--- src/rtl/boot_reset_sequencer.sv ---
// Board-level reset and USB attach sequencer for the tinyfpga bootloader:
// qualifies PLL lock before releasing the core, and detaches USB before warmboot.
module boot_reset_sequencer #(
  parameter int unsigned LOCK_STABLE_CYCLES = 4800,
  parameter int unsigned DETACH_CYCLES      = 480000,
  parameter int unsigned CNT_WIDTH          = 20,
  parameter logic [1:0]  BOOT_IMAGE         = 2'b01
) (
  input  logic       clk_48mhz,
  input  logic       reset_n,
  input  logic       pll_lock,
  input  logic       boot_req,
  output logic       core_reset,
  output logic       usb_pu,
  output logic       warmboot,
  output logic [1:0] warmboot_sel
);

  typedef enum logic [1:0] {
    WAIT_LOCK = 2'd0,
    RUN       = 2'd1,
    DETACH    = 2'd2,
    BOOT      = 2'd3
  } state_e;

  localparam logic [CNT_WIDTH-1:0] LOCK_LAST   = CNT_WIDTH'(LOCK_STABLE_CYCLES - 1);
  localparam logic [CNT_WIDTH-1:0] DETACH_LAST = CNT_WIDTH'(DETACH_CYCLES - 1);

  state_e               state_q, state_d;
  logic [CNT_WIDTH-1:0] cnt_q, cnt_d;
  logic                 lock_meta_q, lock_meta_d;
  logic                 lock_sync_q, lock_sync_d;
  logic                 boot_q, boot_d;
  logic                 core_reset_q, core_reset_d;
  logic                 usb_pu_q, usb_pu_d;
  logic                 warmboot_q, warmboot_d;
  logic                 boot_edge;

  // NOTE: every signal assigned in always_comb gets a default first, so no
  // path through the case can leave it unassigned and infer a latch.
  always_comb begin
    lock_meta_d = pll_lock;
    lock_sync_d = lock_meta_q;
    boot_d      = boot_req;
    boot_edge   = boot_req & ~boot_q;
    state_d     = state_q;
    cnt_d       = cnt_q;

    case (state_q)
      WAIT_LOCK: begin
        if (!lock_sync_q) begin
          cnt_d = '0;
        end else if (cnt_q == LOCK_LAST) begin
          state_d = RUN;
          cnt_d   = '0;
        end else begin
          cnt_d = cnt_q + 1'b1;
        end
      end
      RUN: begin
        // Lock loss wins over a simultaneous boot request.
        if (!lock_sync_q) begin
          state_d = WAIT_LOCK;
          cnt_d   = '0;
        end else if (boot_edge) begin
          state_d = DETACH;
          cnt_d   = '0;
        end
      end
      DETACH: begin
        if (cnt_q == DETACH_LAST) begin
          state_d = BOOT;
          cnt_d   = '0;
        end else begin
          cnt_d = cnt_q + 1'b1;
        end
      end
      BOOT: begin
        state_d = BOOT;
      end
      default: begin
        state_d = WAIT_LOCK;
        cnt_d   = '0;
      end
    endcase

    // Outputs decode the next state so they register on the same edge as it.
    core_reset_d = (state_d != RUN);
    usb_pu_d     = (state_d == RUN);
    warmboot_d   = (state_d == BOOT);
  end

  // NOTE: sequential state uses non-blocking assignments so every flop samples
  // pre-edge values, which is what makes the two sync stages two real stages.
  always_ff @(posedge clk_48mhz or negedge reset_n) begin
    if (!reset_n) begin
      state_q      <= WAIT_LOCK;
      cnt_q        <= '0;
      lock_meta_q  <= 1'b0;
      lock_sync_q  <= 1'b0;
      boot_q       <= 1'b0;
      core_reset_q <= 1'b1;
      usb_pu_q     <= 1'b0;
      warmboot_q   <= 1'b0;
    end else begin
      state_q      <= state_d;
      cnt_q        <= cnt_d;
      lock_meta_q  <= lock_meta_d;
      lock_sync_q  <= lock_sync_d;
      boot_q       <= boot_d;
      core_reset_q <= core_reset_d;
      usb_pu_q     <= usb_pu_d;
      warmboot_q   <= warmboot_d;
    end
  end

  assign core_reset   = core_reset_q;
  assign usb_pu       = usb_pu_q;
  assign warmboot     = warmboot_q;
  assign warmboot_sel = BOOT_IMAGE;

endmodule

--- config.mk ---
export PLATFORM = sky130hd
export DESIGN_NAME = boot_reset_sequencer
export DESIGN_NICKNAME = d
export VERILOG_FILES = /design/src/rtl/boot_reset_sequencer.sv
export SDC_FILE = /design/constraint.sdc
export NUM_CORES = 1
export LEC_CHECK = 0
export ABC_AREA = 1
export CORE_ASPECT_RATIO = 0.75
export CORE_MARGIN = 2
export CORE_UTILIZATION = 53
export CTS_CLUSTER_DIAMETER = 50
export CTS_CLUSTER_SIZE = 24
export DETAILED_ROUTE_END_ITERATION = 10
export PLACE_DENSITY = 0.75
export RECOVER_POWER = 25
export SYNTH_ARGS = -nofsm -noshare
export SYNTH_HDL_FRONTEND = slang
export SYNTH_SLANG_ARGS = --single-unit
--- constraint.sdc ---
create_clock -name clk_48mhz -period 1.7 [get_ports clk_48mhz]
set_input_delay 0.51 -clock clk_48mhz [delete_from_list [all_inputs] [get_ports clk_48mhz]]
set_output_delay 0.51 -clock clk_48mhz [all_outputs]
set_load 0.005 [all_outputs]
==> reports/qor.csv <==
metric,value,unit
largest net degree at the start of global routing,29,
Vias,1551,
hold slack,362.0,ps
initial drt markers,170,
Post-DP Area,1914,µm²
Worst EP arrival,1950,ps
Synth Area in Adders,3.743,%
Hold EP,lock_sync_q,
Setup Crit Path Kind,register to register,
depth of the CTS H-tree,1,
Starting Density,56.13,%
design area,2186,µm²
Post-Synth Simple-Gate Area,35.33,%
final hold vios,0,
first-pass GRT wire length,6009,µm
leak pwr,1.084,nW
routed len/inst,14.11,µm
drt first pass iters,5,
Crit path buffers/inverters,2,
r2r setup slk,-90,ps
top cell type by total area after synthesis,dfrtp_1,
post-synthesis mux area share,0,%
reg-to-reg startpoint,cnt_q[1],
clk root buf,clkbuf_8,
Worst R2R Path Depth,11,
post-synth top area share,40.42,%
XOR/XNOR Fraction of Synth Area,3.668,%
Yosys cell types,29,
Syn Std Cell Area,1672,µm²
final worst-path cycle share,105.1,%
share of cells above drive strength 1,32.95,%
Num CTS Buffers,3,
Synth area leaders,"dfrtp_1, nand2_1, inv_1",
DRT Wirelength,4220,µm
worst setup margin,-86.89,ps
most frequent cells in the layout,"nand2_1, inv_1, buf_4, nor2_1, dfrtp_1",
failing checks,negative setup slack,
clk buf depth,2,
"commonest non-fill, non-tap cell in the layout",nand2_1,
worst slew pin tran,685.3,ps
antenna cells,0,
# IOs,9,
Crit path top cell by count,nand2_2,
PD cells,486.5,nW/µm²
max_cap viols,0,
min-delay worst type,register to register,
CP cell instances,ha_2 > nand2_2 > buf_6 > nor3_4 > nand3_1 > nand2_1 > nand2_2 > nand2_4 > nand2_8 > clkinv_8 > nor2_1,
Pwr Total,1.063,mW
largest family of logic cells by synthesized area,simple AND/OR/NAND/NOR gates,
post-layout util,73.40,%
complex-gate fraction of the synthesized area,3.593,%
Mapped Nets,230,
DR vias/cell,5.187,
"Req. time, crit path",1860,ps
Max Fclk,559.6,MHz
die outline width,68.85,µm
Hold Startpoint,lock_meta_q,
"delay-heaviest family, CP",simple AND/OR/NAND/NOR gates,
post-route ant nets,0,
chip height,52.64,µm
hold path cells,0,
setup tns final,-1311,ps
GRT Total Usage,23.33,%
CTS Sinks,28,
"FF+latch count, synth",28,
Final GP Congestion,0.9446,
CP Max Fanout,8,
Ys Warns,0,
Worst setup SP type,register,
DRC,0,
status,finished with violations,
fin crit period,1787,ps
Critical Path End Type,register,
Max-slew headroom,54.31,%
Skew-Pair Late Insertion Delay,280,ps
RSZ-0062 raised after global routing,true,
I/O Buffers,6,
nets@finish,271,
slowest stage cell on the critical path,dfrtp_1,
cell count after synthesis,221,
Peak VDD IR,0.0005368,V
clock-pin transition on the worst setup and hold timing paths,100,ps
skew final,14.97,ps
Setup-failing EPs final,19,
Final Max Tran Viols,0,
"Hold-fix buffers, CTS",0,
Area Growth Syn to Fin,30.76,%
fill cell count,207,
TritonCTS clock tree,done,
Post-DP HPWL,2707,µm
initial antenna violation count,0,
Placement Rows,17,
CP peak stage delay,370,ps
number of global-route vias before repair,1316,
core area,2978,µm²
total gr overflow,0,
DIE AREA,3624,µm²
Mapped Avg Cell Area,7.564,µm²
FF-to-FF End,cnt_q[6],
sequential area share after synthesis,41.99,%
## worst max path at each step
stage	start	to	slack, ps	cells after the start
after floorplan	state_q[0]	cnt_q[11]	70	11
after global placement	boot_req	cnt_q[16]	-350	9
after detailed placement	boot_req	cnt_q[16]	-430	9
after CTS	state_q[1]	cnt_q[10]	1	11
after global routing	cnt_q[1]	cnt_q[6]	-190	11
final	cnt_q[1]	cnt_q[6]	-90	11
## synth_stat cells (all sizes together)
cell,number
dfrtp,27
a21oi,2
xor2,6
o21ai,6
nor3,4
o31ai,1
nand2,53
nor3b,1
xnor2,1
inv,37
clkinv,1
buf,3
nand4,5
conb,2
ha,5
nor2,46
nor4,1
dfstp,1
or2,1
o22ai,2
nand3,16
## state kept, by name, summed over array words and instances (netlist names)
register	count
boot_q	1
cnt_q	20
core_reset	1
lock_meta_q	1
lock_sync_q	1
state_q	2
usb_pu	1
warmboot	1
## through the flow
step / setup slack (ps) / cells
floorplan: 73.69 / 221
global placement: -349.1 / 283
detailed placement: -432.0 / 283
CTS: 1.259 / 290
global route: -193.6 / 299
finish: -86.89 / 299
## metal layers
metal | share of wire (%) | global-route usage, %
met1 | 47 | 35.45
met2 | 45 | 33.17
met3 | 6.4 | 5.161
met4 | 1.4 | 5.882
met5 | 0 | 0
## logic make-up after synthesis
kind of cell    Yosys count
simple gates            127
buf+inv                  41
flops                    28
compound gates           11
xor+xnor                  7
fa+ha+maj                 5
other cells               2
## power by group
group | switching (mW) | internal (mW)
sequential | 0.00202 | 0.669
combinational | 0.0172 | 0.00593
clock | 0.201 | 0.168
total | 0.220 | 0.843
## area by class of cell
class	count	area, µm²	share of cell area (%)
clock buffers	4	45.04	2.061
flip-flops and latches	28	701.9	32.11
inverters	38	162.7	7.441
well taps	38	47.55	2.175
repair inverters	1	16.27	0.7441
multi-input cells	152	913.4	41.79
repair buffers	38	299.0	13.68
## timing repair
item,CTS,global route
buffers inserted,3,8
pin swaps,5,19
cloned,0,1
gates resized for setup,10,31
setup endpoints to repair,12,22
(Power assumes the default switching activity.)
